**config.mk**
```make
export PLATFORM = sky130hd
export DESIGN_NAME = ref_dc_fifo_wr_arbiter
export DESIGN_NICKNAME = d
export VERILOG_FILES = /design/src/rtl/ref_dc_fifo_arb_pkg.sv /design/src/rtl/ref_dc_fifo_wr_arbiter_rr_pick.sv /design/src/rtl/ref_dc_fifo_wr_arbiter.sv
export SDC_FILE = /design/constraint.sdc
export NUM_CORES = 1
export LEC_CHECK = 0
export ABC_CLOCK_PERIOD_IN_PS = 5970
export BUFFER_PORTS_ARGS = -buffer_cell sky130_fd_sc_hd__buf_4
export CORE_AREA = 3 3 160 162
export CTS_CLUSTER_SIZE = 10
export DETAILED_ROUTE_END_ITERATION = 12
export DIE_AREA = 0 0 163 165
export PLACE_DENSITY = 0.66
export SLEW_MARGIN = 20
export SYNTH_ARGS = -nofsm -noshare
export SYNTH_HDL_FRONTEND = slang
export SYNTH_SLANG_ARGS = --single-unit
export TNS_END_PERCENT = 30
```
**constraint.sdc**
```tcl
create_clock -name wr_clk -period 5.97 [get_ports wr_clk]
set_input_delay 0.597 -clock wr_clk [delete_from_list [all_inputs] [get_ports wr_clk]]
set_output_delay 0.597 -clock wr_clk [all_outputs]
set_load 0.05 [all_outputs]
```
**src/rtl/ref_dc_fifo_arb_pkg.sv**
```systemverilog
// Shared types for the dual-clock FIFO write-side arbiter.
//   arb_state_t   : arbiter FSM states
//   SRC_IDX_WIDTH : width of a source index (covers up to 8 sources)
//   hdr_*_lsb     : bit offsets of the fields in the optional header beat
package ref_dc_fifo_arb_pkg;

    localparam int unsigned SRC_IDX_WIDTH = 3;

    typedef enum logic [1:0] {
        ST_IDLE   = 2'd0,
        ST_HDR    = 2'd1,
        ST_DATA   = 2'd2,
        ST_SETTLE = 2'd3
    } arb_state_t;

    // Header beat: packet length in the low bits, source index just above it.
    function automatic int unsigned hdr_len_lsb();
        return 0;
    endfunction

    function automatic int unsigned hdr_src_lsb(input int unsigned len_width);
        return len_width;
    endfunction

endpackage

```
**src/rtl/ref_dc_fifo_wr_arbiter_rr_pick.sv**
```systemverilog
// Combinational round-robin finder.
// Finds the first requester at or above ptr_i (wrapping modulo NUM_REQ) and
// reports whether that requester is eligible; a blocked head requester is
// never skipped in favour of a later one.
//   req_i   : request vector
//   elig_i  : per-source eligibility (room in the FIFO)
//   ptr_i   : scan start index
//   valid_o : first requester found and eligible
//   idx_o   : index of the first requester in scan order
module ref_rr_pick #(
    parameter int unsigned NUM_REQ   = 4,
    parameter int unsigned IDX_WIDTH = 3
) (
    input  logic [NUM_REQ-1:0]   req_i,
    input  logic [NUM_REQ-1:0]   elig_i,
    input  logic [IDX_WIDTH-1:0] ptr_i,
    output logic                 valid_o,
    output logic [IDX_WIDTH-1:0] idx_o
);

    localparam int unsigned SUM_W = IDX_WIDTH + 1;

    logic [NUM_REQ-1:0] req_rot;
    logic [NUM_REQ-1:0] elig_rot;
    logic [SUM_W-1:0]   sum;
    logic               found;

    // Rotate so bit 0 is the pointer position, then take the lowest set bit.
    always_comb begin
        req_rot  = NUM_REQ'({req_i, req_i} >> ptr_i);
        elig_rot = NUM_REQ'({elig_i, elig_i} >> ptr_i);
        valid_o  = 1'b0;
        idx_o    = '0;
        found    = 1'b0;
        sum      = '0;
        for (int k = 0; k < NUM_REQ; k++) begin
            if (!found && req_rot[k]) begin
                found   = 1'b1;
                valid_o = elig_rot[k];
                sum     = SUM_W'(ptr_i) + SUM_W'(k);
                if (sum >= SUM_W'(NUM_REQ)) begin
                    sum = sum - SUM_W'(NUM_REQ);
                end
                idx_o = sum[IDX_WIDTH-1:0];
            end
        end
    end

endmodule

```
**src/rtl/ref_dc_fifo_wr_arbiter.sv**
```systemverilog
// Write-side packet scheduler for a shared dual-clock block-RAM FIFO.
// Grants whole packets round-robin, only when the FIFO has room for the
// entire packet, and drives the FIFO write port with one cycle of latency.
// Optional header beat (length + source) enabled by REF_DC_FIFO_WR_ARB_HDR_EN.
//   wr_clk, wr_rst_n : write clock, async active-low reset
//   req/req_len      : per-source packet request and length (beats)
//   req_data(_en)    : per-source beat data and valid
//   gnt              : one-hot grant held for the whole packet
//   pkt_done/pkt_src : pulse with the final FIFO write of a packet
//   fifo_wr_*        : FIFO write port; fifo_wr_level is its registered fill
module ref_dc_fifo_wr_arbiter
    import ref_dc_fifo_arb_pkg::*;
#(
    parameter int unsigned NUM_REQ    = 4,
    parameter int unsigned ADDR_WIDTH = 7,
    parameter int unsigned DATA_WIDTH = 72,
    parameter int unsigned LEN_WIDTH  = 6
) (
    input  logic                            wr_clk,
    input  logic                            wr_rst_n,
    input  logic [NUM_REQ-1:0]              req,
    input  logic [NUM_REQ*LEN_WIDTH-1:0]    req_len,
    input  logic [NUM_REQ*DATA_WIDTH-1:0]   req_data,
    input  logic [NUM_REQ-1:0]              req_data_en,
    output logic [NUM_REQ-1:0]              gnt,
    output logic                            pkt_done,
    output logic [SRC_IDX_WIDTH-1:0]        pkt_src,
    output logic                            fifo_wr_en,
    output logic [DATA_WIDTH-1:0]           fifo_wr_data,
    input  logic [ADDR_WIDTH:0]             fifo_wr_level
);

    localparam int unsigned FREE_W = ADDR_WIDTH + 2;
    localparam logic [FREE_W-1:0] DEPTH = FREE_W'(1) << ADDR_WIDTH;
`ifdef REF_DC_FIFO_WR_ARB_HDR_EN
    localparam int unsigned HDR_BEATS = 1;
`else
    localparam int unsigned HDR_BEATS = 0;
`endif

    arb_state_t               state_q;
    logic [NUM_REQ-1:0]       gnt_q;
    logic [LEN_WIDTH-1:0]     len_q;
    logic [LEN_WIDTH-1:0]     beat_cnt_q;
    logic [SRC_IDX_WIDTH-1:0] idx_q;
    logic [SRC_IDX_WIDTH-1:0] rr_ptr_q;
    logic                     pkt_done_q;
    logic [SRC_IDX_WIDTH-1:0] pkt_src_q;
    logic                     fifo_wr_en_q;
    logic [DATA_WIDTH-1:0]    fifo_wr_data_q;

    logic [FREE_W-1:0]        free_c;
    logic [NUM_REQ-1:0]       elig_c;
    logic                     pick_valid_c;
    logic [SRC_IDX_WIDTH-1:0] pick_idx_c;
    logic [LEN_WIDTH-1:0]     pick_len_c;
    logic [SRC_IDX_WIDTH-1:0] rr_ptr_d;
    logic                     beat_en_c;
    logic [DATA_WIDTH-1:0]    beat_data_c;
    logic                     last_beat_c;

    // Free space is wide enough that level == depth never wraps.
    assign free_c = DEPTH - FREE_W'(fifo_wr_level);

    // A source is eligible when its whole packet (plus header) fits.
    always_comb begin
        elig_c = '0;
        for (int i = 0; i < NUM_REQ; i++) begin
            elig_c[i] = (FREE_W'(req_len[i*LEN_WIDTH +: LEN_WIDTH]) + FREE_W'(HDR_BEATS)) <= free_c;
        end
    end

    ref_rr_pick #(
        .NUM_REQ   (NUM_REQ),
        .IDX_WIDTH (SRC_IDX_WIDTH)
    ) u_pick (
        .req_i   (req),
        .elig_i  (elig_c),
        .ptr_i   (rr_ptr_q),
        .valid_o (pick_valid_c),
        .idx_o   (pick_idx_c)
    );

    // Length of the picked source and the next round-robin start.
    always_comb begin
        pick_len_c = '0;
        for (int i = 0; i < NUM_REQ; i++) begin
            if (pick_idx_c == SRC_IDX_WIDTH'(i)) begin
                pick_len_c = req_len[i*LEN_WIDTH +: LEN_WIDTH];
            end
        end
        if (pick_idx_c == SRC_IDX_WIDTH'(NUM_REQ - 1)) begin
            rr_ptr_d = '0;
        end else begin
            rr_ptr_d = pick_idx_c + SRC_IDX_WIDTH'(1);
        end
    end

    // Beat valid/data of the granted source only.
    always_comb begin
        beat_en_c   = 1'b0;
        beat_data_c = '0;
        for (int i = 0; i < NUM_REQ; i++) begin
            if (idx_q == SRC_IDX_WIDTH'(i)) begin
                beat_en_c   = req_data_en[i];
                beat_data_c = req_data[i*DATA_WIDTH +: DATA_WIDTH];
            end
        end
    end

    assign last_beat_c = (beat_cnt_q + LEN_WIDTH'(1)) == len_q;

`ifdef REF_DC_FIFO_WR_ARB_HDR_EN
    logic [DATA_WIDTH-1:0] hdr_c;

    always_comb begin
        hdr_c = '0;
        hdr_c[hdr_len_lsb() +: LEN_WIDTH]              = pick_len_c;
        hdr_c[hdr_src_lsb(LEN_WIDTH) +: SRC_IDX_WIDTH] = pick_idx_c;
    end
`endif

    // Arbiter FSM with registered grant, FIFO write and completion outputs.
    always_ff @(posedge wr_clk or negedge wr_rst_n) begin
        if (!wr_rst_n) begin
            state_q        <= ST_IDLE;
            gnt_q          <= '0;
            len_q          <= '0;
            beat_cnt_q     <= '0;
            idx_q          <= '0;
            rr_ptr_q       <= '0;
            pkt_done_q     <= 1'b0;
            pkt_src_q      <= '0;
            fifo_wr_en_q   <= 1'b0;
            fifo_wr_data_q <= '0;
        end else begin
            fifo_wr_en_q <= 1'b0;
            pkt_done_q   <= 1'b0;
            case (state_q)
                ST_IDLE: begin
                    if (pick_valid_c) begin
                        gnt_q      <= NUM_REQ'(1) << pick_idx_c;
                        len_q      <= pick_len_c;
                        idx_q      <= pick_idx_c;
                        rr_ptr_q   <= rr_ptr_d;
                        beat_cnt_q <= '0;
`ifdef REF_DC_FIFO_WR_ARB_HDR_EN
                        // Header issues during HDR, ahead of any data beat.
                        fifo_wr_en_q   <= 1'b1;
                        fifo_wr_data_q <= hdr_c;
                        state_q        <= ST_HDR;
`else
                        state_q        <= ST_DATA;
`endif
                    end
                end
                // HDR accepts beats like DATA since the grant is already visible.
                ST_HDR, ST_DATA: begin
                    state_q <= ST_DATA;
                    if (len_q == '0) begin
                        gnt_q      <= '0;
                        pkt_done_q <= 1'b1;
                        pkt_src_q  <= idx_q;
                        state_q    <= ST_SETTLE;
                    end else if (beat_en_c) begin
                        fifo_wr_en_q   <= 1'b1;
                        fifo_wr_data_q <= beat_data_c;
                        beat_cnt_q     <= beat_cnt_q + LEN_WIDTH'(1);
                        if (last_beat_c) begin
                            gnt_q      <= '0;
                            pkt_done_q <= 1'b1;
                            pkt_src_q  <= idx_q;
                            state_q    <= ST_SETTLE;
                        end
                    end
                end
                ST_SETTLE: begin
                    state_q <= ST_IDLE;
                end
                default: begin
                    state_q <= ST_IDLE;
                end
            endcase
        end
    end

    assign gnt          = gnt_q;
    assign pkt_done     = pkt_done_q;
    assign pkt_src      = pkt_src_q;
    assign fifo_wr_en   = fifo_wr_en_q;
    assign fifo_wr_data = fifo_wr_data_q;

endmodule

```
==> results.txt, run 1 <==
----------------------------------------------------
[Timing]
  Hold Worst Slack ... 0.277 ns
  RSZ-0062 raised after global routing ... no
  Final setup skew ... between 0.008 and 0.009 ns
  Relative slew slack ... approximately two fifths
  Slew at the pin closest to its max-slew limit ... 0.893 ns
  Final min period ... a little under 4 ns
  Final Hold Vio Count ... 0
  Final setup violation count ... 0
  Maximum clock frequency ... about 0.25 GHz
  Setup TNS Final ... 0 ns
  Final worst slack ... 2.05 ns
  Share of the cycle needed by the critical path after routing ... 65.7%
  Max-slew violations ... 0

[CTS]
  Latest clock arrival within the worst-skew pair ... around 0.35 ns
  Reg clk slew, reported paths ... 0.07 ns
  Setup fix buffers added after clock tree synthesis ... 0
  TritonCTS clock tree ... built
  CTS max path bufs ... 2
  CTS resizes ... 0
  Cts-stage hold buffer count ... 0
  TritonCTS sink count ... just over 100
  Number of levels in the clock H-tree ... 3
  Root Buffer Master ... sky130_fd_sc_hd__clkbuf_16
  CTS buffer count ... 9

[Floorplanning]
  Initial Utilization ... 30.9%
  Std cell rows ... 57
  IO Count ... 411
  Die Outline Area ... 26,900 um^2
  Width of the die ... 163 um
  Height of the chip ... 165 um
  Core region area ... 24,200 um^2

[Worst setup path]
  Critical path data required time ... 6.21 ns
  Kind of start point of the critical path ... primary input
  CP max stage cell ... sky130_fd_sc_hd__and3_1
  Max stage delay on crit path ... approximately 0.69 ns
  Cells traversed along the worst timing path ... buf_4 > nor3_1 > xor2_1 > ha_1 > or2_2 > o32ai_1 > a211oi_2 > maj3_2 > a221oi_1 > a211oi_1 > a22oi_2 > and3_1 > mux2_2
  Worst Path Class, Setup ... in2reg
  Data arrival time at the worst-slack endpoint ... about 4.2 ns
  Critical Path Fanout Max ... 24
  Element type at the critical path end ... register

[Synth]
  Share of synthesized flip-flops with an asynchronous set or reset ... 100%
  Number of synthesized register bits ... 101
  Number of enable-type register cells in the synthesized netlist ... 0
  Avg Synthesized Cell Area ... 9.94 um^2
  Synthesis warning total ... 0
  Syn nets ... 1,105
  Prevailing post-synth register cell ... sky130_fd_sc_hd__dfrtp_1
  Proportion of synthesized chip area in sequential cells ... between 30% and 40%
  Synthesized netlist cell count ... 754
  Unique cell type count in the Yosys netlist ... 64
  Netlist area before placement ... 7490 um^2

[Routing]
  Ratio of routed vias to standard cells ... 5.09
  Total wire length ... 31,000 um
  Antenna-violating nets left ... 0
  Final routed wire length divided by cell count ... 21.3 um
  Initial DRT Pass Iterations ... 4
  Vias ... roughly 7.4k
  DRC violation count after routing ... 0
  Starting DRT DRC Count ... 436

[Placed design]
  Worst-case setup slack after placement ... 1.68 ns
  Weighted congestion reported at the end of routability-driven placement ... 0.852
  Post-DP HPWL ... around 25,000 um
  IO buf count ... 410
  Area post-placement ... 10,800 um^2

[Global route]
  First-pass GRT wire length ... 43,800 um
  Initial antenna violation count ... 9
  Vias in the first global route ... 7,218
  Global routing usage summed across all routing layers ... 21.7%
  Total congestion overflow ... 0
  Pin count of the biggest net entering global routing ... 91

[Power]
  Static leakage ... 5.23 nW
  Power Dens Cells ... 515 nW/um^2
  Overall Power ... 5.71 mW
  Peak supply drop ... 0.287 mV

[Run]
  Maxcap violations ... 0

[Finish]
  Final design instance area without fill ... about 11,000 um^2
  Leading cell type in the layout, fill and taps excluded ... sky130_fd_sc_hd__buf_4
  Area grow syn2layout ... 48.1%
  Share of final-layout standard cells stronger than drive strength 1 ... between 40% and 50%
  # nets final ... 1,475
  Top library cells by usage in the layout, fill and taps aside ... 415 x sky130_fd_sc_hd__buf_4, 101 x sky130_fd_sc_hd__nand2_1, 98 x sky130_fd_sc_hd__dfrtp_1
  Fill cell instance count of the final layout ... around 2.4k

[Worst hold path]
  Path type of the worst min-delay path ... in2async

[Outcome]
  Outcome ... completed

----------------------------------------------------
[routing by layer]
layer	track usage [%]	vias up	part of all wire, %
li1	-	3492	-
met1	30.3	3550	43
met2	31.7	299	44
met3	8.10	40	11
met4	5.69	16	1.7
met5	0	-	0.31
[worst paths after layout]
path	start	slack [ns]	cells past startpoint	endpoint
min	wr_rst_n	0.28	1	idx_q[1]$_DFFE_PN0P_
max in group asynchronous	wr_rst_n	4.56	2	fifo_wr_data[62]$_DFFE_PN0P_
min reg2reg	fifo_wr_data[4]$_DFFE_PN0P_	0.48	2	fifo_wr_data[4]$_DFFE_PN0P_
max reg2reg	rr_ptr_q[0]$_DFFE_PN0P_	2.19	16	len_q[1]$_DFFE_PN0P_
max	fifo_wr_level[2]	2.05	13	idx_q[1]$_DFFE_PN0P_
min in group wr_clk	fifo_wr_data[4]$_DFFE_PN0P_	0.48	2	fifo_wr_data[4]$_DFFE_PN0P_
[area by class of cell]
cell class	instances	area [um^2]	share of cell area [%]
antenna	1	2.50	0.0226
clock buffer	9	225	2.03
clock inverter	7	67.6	0.609
inverter	20	75.1	0.677
multi-input combinational	577	4670	42.1
sequential	101	2540	22.9
tap	324	405	3.65
timing repair buffer	415	3120	28.1
[stage by stage]
stage	utilization, %	instances
6_report	45.7	1454
3_3_place_gp	44.5	1437
5_1_grt	45.7	1454
2_1_floorplan	-	754
4_1_cts	45.7	1453
3_5_place_dp	44.5	1437
[cell usage after synthesis (10+ instances only)]
| library cell | instances | area (um^2) |
|---|---|---|
| sky130_fd_sc_hd__nor2b_1 | 10 | 62.6 |
| sky130_fd_sc_hd__inv_1 | 20 | 75.1 |
| sky130_fd_sc_hd__buf_1 | 13 | 48.8 |
| sky130_fd_sc_hd__o21ai_0 | 83 | 415 |
| sky130_fd_sc_hd__mux4_2 | 73 | 1640 |
| sky130_fd_sc_hd__ha_1 | 21 | 263 |
| sky130_fd_sc_hd__nand2_1 | 102 | 383 |
| sky130_fd_sc_hd__dfrtp_1 | 101 | 2530 |
| sky130_fd_sc_hd__nor2_1 | 44 | 165 |
| sky130_fd_sc_hd__nand2b_1 | 77 | 482 |
| sky130_fd_sc_hd__clkbuf_1 | 36 | 135 |
| sky130_fd_sc_hd__a21oi_1 | 30 | 150 |
| sky130_fd_sc_hd__nor3_1 | 10 | 50.1 |
[power by group]
| part | switching [mW] | leakage [nW] | internal, mW |
|---|---|---|---|
| Sequential | 0.332 | 1.24 | 1.03 |
| Combinational | 2.29 | 3.85 | 1.46 |
| Clock | 0.299 | 0.142 | 0.295 |
[worst max-delay path: cells and delay by family]
| kind | cells | cell delay (ns) |
|---|---|---|
| AOI/OAI and AO/OA | 5 | 0.98 |
| xor gates and xnor gates | 1 | 0.20 |
| adders and majority gates | 2 | 0.62 |
| and+or+nand+nor | 3 | 1.20 |
| muxes | 1 | 0.41 |
| buffers and inverters | 1 | 0.14 |
[sequential cells by signal (all words and copies together), names as in the netlist]
name          flops
gnt               4
state_q           2
fifo_wr_en        1
fifo_wr_data     72
len_q             6
beat_cnt_q        6
pkt_done          1
rr_ptr_q          3
idx_q             3
pkt_src           3
[logic make-up (layout without fill, tap and decap cells)]
kind of cell / count (synthesis) / in the layout / synth area share [%]
AO/OA/AOI/OAI: 174 / 174 / 14.5
XOR/XNOR: 17 / 17 / 2.17
adder cells (fa/ha/maj): 22 / 22 / 3.66
buffers and inverters: 76 / 451 / 4.09
flip-flops: 101 / 101 / 33.7
multiplexers: 81 / 81 / 23.0
other: 0 / 1 / 0
AND/OR/NAND/NOR: 283 / 283 / 18.8
Power figures use the tool's default switching activity.
==> run 2: changes to the inputs <==
--- a/config.mk
+++ b/config.mk
@@ -5,7 +5,7 @@
 export SDC_FILE = /design/constraint.sdc
 export NUM_CORES = 1
 export LEC_CHECK = 0
-export ABC_CLOCK_PERIOD_IN_PS = 5970
+export ABC_CLOCK_PERIOD_IN_PS = 3800
 export BUFFER_PORTS_ARGS = -buffer_cell sky130_fd_sc_hd__buf_4
 export CORE_AREA = 3 3 160 162
 export CTS_CLUSTER_SIZE = 10
==> constraint.sdc (replaced) <==
create_clock -name wr_clk -period 3.8 [get_ports wr_clk]
set_input_delay 0.38 -clock wr_clk [delete_from_list [all_inputs] [get_ports wr_clk]]
set_output_delay 0.38 -clock wr_clk [all_outputs]
set_load 0.05 [all_outputs]
==> results.txt, run 2 (same netlist as run 1, synthesis figures left out) <==
----------------------------------------------------
[Outcome]
  Outcome ... completed

[Worst setup path]
  Element type at the critical path end ... register
  Cells on worst reg2reg path ... 13
  Critical path startpoint ... rr_ptr_q[0]$_DFFE_PN0P_
  Critical Path Sink ... len_q[4]$_DFFE_PN0P_
  R2r endpoint ... len_q[4]$_DFFE_PN0P_
  Worst Path Class, Setup ... reg2reg
  Data arrival time at the worst-slack endpoint ... 3.60 ns
  Kind of start point of the critical path ... register
  Critical Path Fanout Max ... 16
  Register-to-register setup slack ... 0.44 ns
  Reg-to-reg startpoint ... rr_ptr_q[0]$_DFFE_PN0P_
  Critical path data required time ... 4.04 ns

[Global route]
  Pin count of the biggest net entering global routing ... 75
  Vias in the first global route ... 7,309
  Global routing usage summed across all routing layers ... a little over a fifth
  Initial antenna violation count ... 10
  First-pass GRT wire length ... between 40,000 and 50,000 um
  Total congestion overflow ... 0

[Timing]
  Final setup skew ... 0.0114 ns
  Maximum clock frequency ... 0.298 GHz
  Setup TNS Final ... 0 ns
  Slew at the pin closest to its max-slew limit ... 0.781 ns
  Final setup violation count ... 0
  Share of the cycle needed by the critical path after routing ... 88.4%
  Max-slew violations ... 0
  Relative slew slack ... 47.9%
  Final min period ... 3.36 ns
  Final Hold Vio Count ... 0
  RSZ-0062 raised after global routing ... no

[Finish]
  Fill cell instance count of the final layout ... around 2.4k
  Leading cell type in the layout, fill and taps excluded ... sky130_fd_sc_hd__buf_4
  Footprint of the flip-flops and latches ... ~2500 um^2
  Final cell count without fillers ... 1,466
  Share of final-layout standard cells stronger than drive strength 1 ... 46.9%
  # nets final ... 1,487
  Area grow syn2layout ... 49.6%
  Total area of multi-input combinational cells ... roughly 4700 um^2
  Max reg flops ... 72
  Top library cells by usage in the layout, fill and taps aside ... 426 x sky130_fd_sc_hd__buf_4, 101 x sky130_fd_sc_hd__nand2_1, 98 x sky130_fd_sc_hd__dfrtp_1

[Routing]
  Total wire length ... 31,200 um
  Starting DRT DRC Count ... roughly 390
  Antenna-violating nets left ... 0
  Final routed wire length divided by cell count ... 21.3 um
  Ratio of routed vias to standard cells ... around 5.1
  Initial DRT Pass Iterations ... 5
  DRC violation count after routing ... 0
  Vias ... around 7.4k

[CTS]
  Latest clock arrival within the worst-skew pair ... around 0.36 ns
  Setup fix buffers added after clock tree synthesis ... 0
  Cts-stage hold buffer count ... 0
  Reg clk slew, reported paths ... ~0.070 ns
  CTS buffer count ... 9
  Root Buffer Master ... sky130_fd_sc_hd__clkbuf_16
  TritonCTS clock tree ... built
  TritonCTS sink count ... 101
  CTS resizes ... 0
  CTS max path bufs ... 2
  Number of levels in the clock H-tree ... 3

[Placed design]
  Weighted congestion reported at the end of routability-driven placement ... 0.863
  IO buf count ... 410
  Post-DP HPWL ... 25,700 um
  Post-Place Cells ... 1,449

[Power]
  Static leakage ... between 5 and 6 nW
  Peak supply drop ... approximately 0.39 mV
  Power Dens Cells ... 812 nW/um^2

[Floorplanning]
  Width of the die ... 163 um
  Initial Utilization ... a little under a third
  IO Count ... 411
  Die Outline Area ... 26,900 um^2
  Core region area ... around 24,000 um^2
  Height of the chip ... 165 um
  Std cell rows ... 57

[Run]
  Maxcap violations ... 0

[Worst hold path]
  Path type of the worst min-delay path ... in2async

----------------------------------------------------
==> run 2: power by group <==
part | switching [mW] | total, mW | internal (mW)
clock | 0.456 | 0.978 | 0.522
sequential | 0.462 | 2.08 | 1.62
combinational | 3.67 | 6.04 | 2.37
total | 4.59 | 9.10 | 4.51
==> run 2: final cells by class <==
| class | count | share of cell area [%] |
|---|---|---|
| tap | 324 | 3.62 |
| clock buffer | 9 | 2.01 |
| clock inverter | 7 | 0.726 |
| inverter | 20 | 0.670 |
| multi-input combinational | 577 | 41.6 |
| timing repair buffer | 427 | 28.7 |
| antenna | 1 | 0.0223 |
| sequential | 101 | 22.6 |
==> run 2: worst max-delay path: stages (launching register included) <==
cell and delay (ns):
sky130_fd_sc_hd__dfrtp_1 0.72, sky130_fd_sc_hd__mux2_2 0.42, sky130_fd_sc_hd__nor3_1 0.21, sky130_fd_sc_hd__o22a_1 0.27, sky130_fd_sc_hd__o21ai_0 0.11, sky130_fd_sc_hd__o31ai_1 0.17
sky130_fd_sc_hd__ha_1 0.60, sky130_fd_sc_hd__nor2_1 0.11, sky130_fd_sc_hd__a21oi_1 0.16, sky130_fd_sc_hd__nor2_1 0.06, sky130_fd_sc_hd__a21oi_1 0.13, sky130_fd_sc_hd__nor2_1 0.05
sky130_fd_sc_hd__a21oi_1 0.14, sky130_fd_sc_hd__a21oi_1 0.08
==> run 2: metal layers <==
layer,routed length (um),GRT usage [%],vias to the layer above
met5,95,0,-
li1,-,-,3521
met4,509,4.84,18
met2,13800,32.4,308
met3,3500,9.23,47
met1,13300,30.1,3540
==> run 2: worst min-delay path by stage <==
stage,end,slack (ns),depth (start not counted)
after global placement,fifo_wr_data[9]$_DFFE_PN0P_,0.46,2
after global routing,fifo_wr_data[18]$_DFFE_PN0P_,0.16,1
after floorplan,beat_cnt_q[0]$_DFFE_PN0P_,0.08,0
final,idx_q[2]$_DFFE_PN0P_,0.11,1
after detailed placement,pkt_src[2]$_DFFE_PN0P_,0.47,2
after CTS,beat_cnt_q[1]$_DFFE_PN0P_,0.12,1
==> run 2: per-stage QoR <==
step                      instance area [um^2]  power (mW)  worst slack (ns)  util [%]  hold slack [ns]
after detailed placement                 10900        8.18            0.0663      45.0            0.467
after global placement                   10900        8.10             0.191      45.0            0.463
after global routing                     11200        9.82            0.0144      46.2            0.163
after CTS                                11200        9.19             0.447      46.2            0.119
final                                    11200        9.10             0.442      46.2            0.107
after floorplan                           7490        6.37             0.557         -           0.0844
==> run 3: changes to the inputs <==
==> constraint.sdc (replaced) <==
create_clock -name wr_clk -period 3.8 [get_ports wr_clk]
set_input_delay 0.19 -clock wr_clk [delete_from_list [all_inputs] [get_ports wr_clk]]
set_output_delay 0.19 -clock wr_clk [all_outputs]
set_load 0.05 [all_outputs]
==> results.txt, run 3 (same netlist as run 1, synthesis figures left out) <==
----------------------------------------------------
[Finish]
  Total area of multi-input combinational cells ... between 4000 and 5000 um^2
  Area grow syn2layout ... 49.5%
  Leading cell type in the layout, fill and taps excluded ... sky130_fd_sc_hd__buf_4
  Fill cell instance count of the final layout ... 2,384
  Top library cells by usage in the layout, fill and taps aside ... 421 x sky130_fd_sc_hd__buf_4, 101 x sky130_fd_sc_hd__nand2_1, 98 x sky130_fd_sc_hd__dfrtp_1
  Share of final-layout standard cells stronger than drive strength 1 ... 46.6%
  Core utilization of the finished layout ... 46.2%
  Max reg flops ... 72
  Final design instance area without fill ... 11,200 um^2
  # nets final ... 1,483
  Footprint of the flip-flops and latches ... 2540 um^2
  Final cell count without fillers ... between 1k and 1.5k

[Routing]
  Final routed wire length divided by cell count ... about 21 um
  Initial DRT Pass Iterations ... 5
  Ratio of routed vias to standard cells ... 5.10
  Total wire length ... about 31,000 um
  Starting DRT DRC Count ... ~420
  Vias ... 7,465
  Antenna-violating nets left ... 0
  DRC violation count after routing ... 0

[Worst setup path]
  Kind of start point of the critical path ... register
  Worst Path Class, Setup ... reg2reg
  Critical path data required time ... 4.03 ns
  Critical Path Fanout Max ... 16
  Element type at the critical path end ... register
  Data arrival time at the worst-slack endpoint ... approximately 3.5 ns

[Placed design]
  Post-DP HPWL ... 25,500 um
  Post-Place Cells ... 1,444
  Worst-case setup slack after placement ... about 0.26 ns
  Weighted congestion reported at the end of routability-driven placement ... between 0.8 and 0.9
  Area post-placement ... 10,900 um^2
  IO buf count ... 410

[Floorplanning]
  Die Outline Area ... 26,900 um^2
  Height of the chip ... around 170 um
  Width of the die ... 163 um
  Core region area ... around 24,000 um^2
  IO Count ... 411
  Initial Utilization ... between 30 and 40%
  Std cell rows ... between 50 and 60

[Timing]
  Final setup skew ... 0.0156 ns
  Slew at the pin closest to its max-slew limit ... 0.664 ns
  Setup TNS Final ... 0 ns
  Final worst slack ... 0.552 ns
  Final setup violation count ... 0
  Relative slew slack ... 55.7%
  Final min period ... 3.25 ns
  Max-slew violations ... 0
  Final Hold Vio Count ... 0
  RSZ-0062 raised after global routing ... no
  Maximum clock frequency ... 0.308 GHz
  Share of the cycle needed by the critical path after routing ... 85.5%
  Hold Worst Slack ... 0.158 ns

[Power]
  Net Sw Frac ... 50.5%
  Peak supply drop ... approximately 0.50 mV
  Overall Power ... 9.08 mW
  Seq pwr share ... 22.3%
  P_int ... 4.50 mW
  Combinational Power Share ... 66.7%
  Clock share of power ... 11.0%
  Static leakage ... roughly 5.3 nW
  Total net switching power ... approximately 4.6 mW
  Power Dens Cells ... between 800 and 900 nW/um^2

[CTS]
  Number of levels in the clock H-tree ... 3
  Latest clock arrival within the worst-skew pair ... 0.36 ns
  TritonCTS clock tree ... built
  CTS resizes ... 0
  CTS max path bufs ... 2
  CTS buffer count ... 9
  Setup fix buffers added after clock tree synthesis ... 0
  Root Buffer Master ... sky130_fd_sc_hd__clkbuf_16
  Reg clk slew, reported paths ... 0.07 ns
  TritonCTS sink count ... 101
  Cts-stage hold buffer count ... 1

[Worst hold path]
  Path type of the worst min-delay path ... in2reg

[Global route]
  Total congestion overflow ... 0
  First-pass GRT wire length ... 44,000 um
  Pin count of the biggest net entering global routing ... 108
  Fraction of met3 tracks used by global routing ... 7.05%
  Layer with the highest usage after global routing ... met2
  Met1 capacity usage during global routing ... 30.5%
  Met2 global-route usage ... around a third
  Global routing usage summed across all routing layers ... 21.8%
  Vias in the first global route ... about 7.3k
  Initial antenna violation count ... 9

[Outcome]
  Outcome ... completed

[Run]
  Maxcap violations ... 0

----------------------------------------------------
==> run 3: final cells by class <==
type                    instances  share of cell area (%)
flip-flops and latches        101                    22.6
well taps                     324                    3.62
repair buffers                423                    28.5
diodes                          4                  0.0894
clock buffers                   9                    2.01
clock inverters                 7                   0.838
multi-input cells             577                    41.7
inverters                      20                   0.670
==> run 3: power groups by stage <==
stage | registers [mW] | logic [mW] | clock network, mW
final | 2.02 | 6.05 | 1.00
after global routing | 2.10 | 6.59 | 1.07
after CTS | 2.02 | 6.11 | 1.03
after detailed placement | 2.05 | 6.10 | 0
after global placement | 2.02 | 6.03 | 0
after floorplan | 3.34 | 3.02 | 0
==> run 3: final timing paths <==
kind | startpoint | end | slack [ns] | depth (start not counted)
worst max-delay path | rr_ptr_q[0]$_DFFE_PN0P_ | len_q[3]$_DFFE_PN0P_ | 0.55 | 16
worst min-delay path | req_len[22] | len_q[4]$_DFFE_PN0P_ | 0.16 | 3
worst max register to register | rr_ptr_q[0]$_DFFE_PN0P_ | len_q[3]$_DFFE_PN0P_ | 0.55 | 16
worst min register to register | fifo_wr_data[17]$_DFFE_PN0P_ | fifo_wr_data[17]$_DFFE_PN0P_ | 0.48 | 2
max in group asynchronous | wr_rst_n | fifo_wr_data[46]$_DFFE_PN0P_ | 2.59 | 3
min in group asynchronous | wr_rst_n | idx_q[0]$_DFFE_PN0P_ | 0.34 | 2
==> run 3: critical path: stages (launching register included) <==
cell	delay, ns
sky130_fd_sc_hd__dfrtp_1	0.71
sky130_fd_sc_hd__inv_1	0.12
sky130_fd_sc_hd__a2bb2oi_1	0.29
sky130_fd_sc_hd__and4b_1	0.27
sky130_fd_sc_hd__o22a_1	0.20
sky130_fd_sc_hd__a21oi_1	0.06
sky130_fd_sc_hd__a32oi_1	0.37
sky130_fd_sc_hd__inv_1	0.12
sky130_fd_sc_hd__ha_1	0.29
sky130_fd_sc_hd__nand2_1	0.09
sky130_fd_sc_hd__nor2_1	0.04
sky130_fd_sc_hd__a21oi_1	0.13
sky130_fd_sc_hd__nor2_1	0.05
sky130_fd_sc_hd__a21oi_1	0.13
sky130_fd_sc_hd__nor2_1	0.05
sky130_fd_sc_hd__a21oi_1	0.14
sky130_fd_sc_hd__a21oi_1	0.08
==> run 3: metal layers <==
layer,up-vias,share of wire (%)
met1,3592,43
met4,10,2.2
li1,3501,-
met2,322,45
met3,40,10
met5,-,0.22
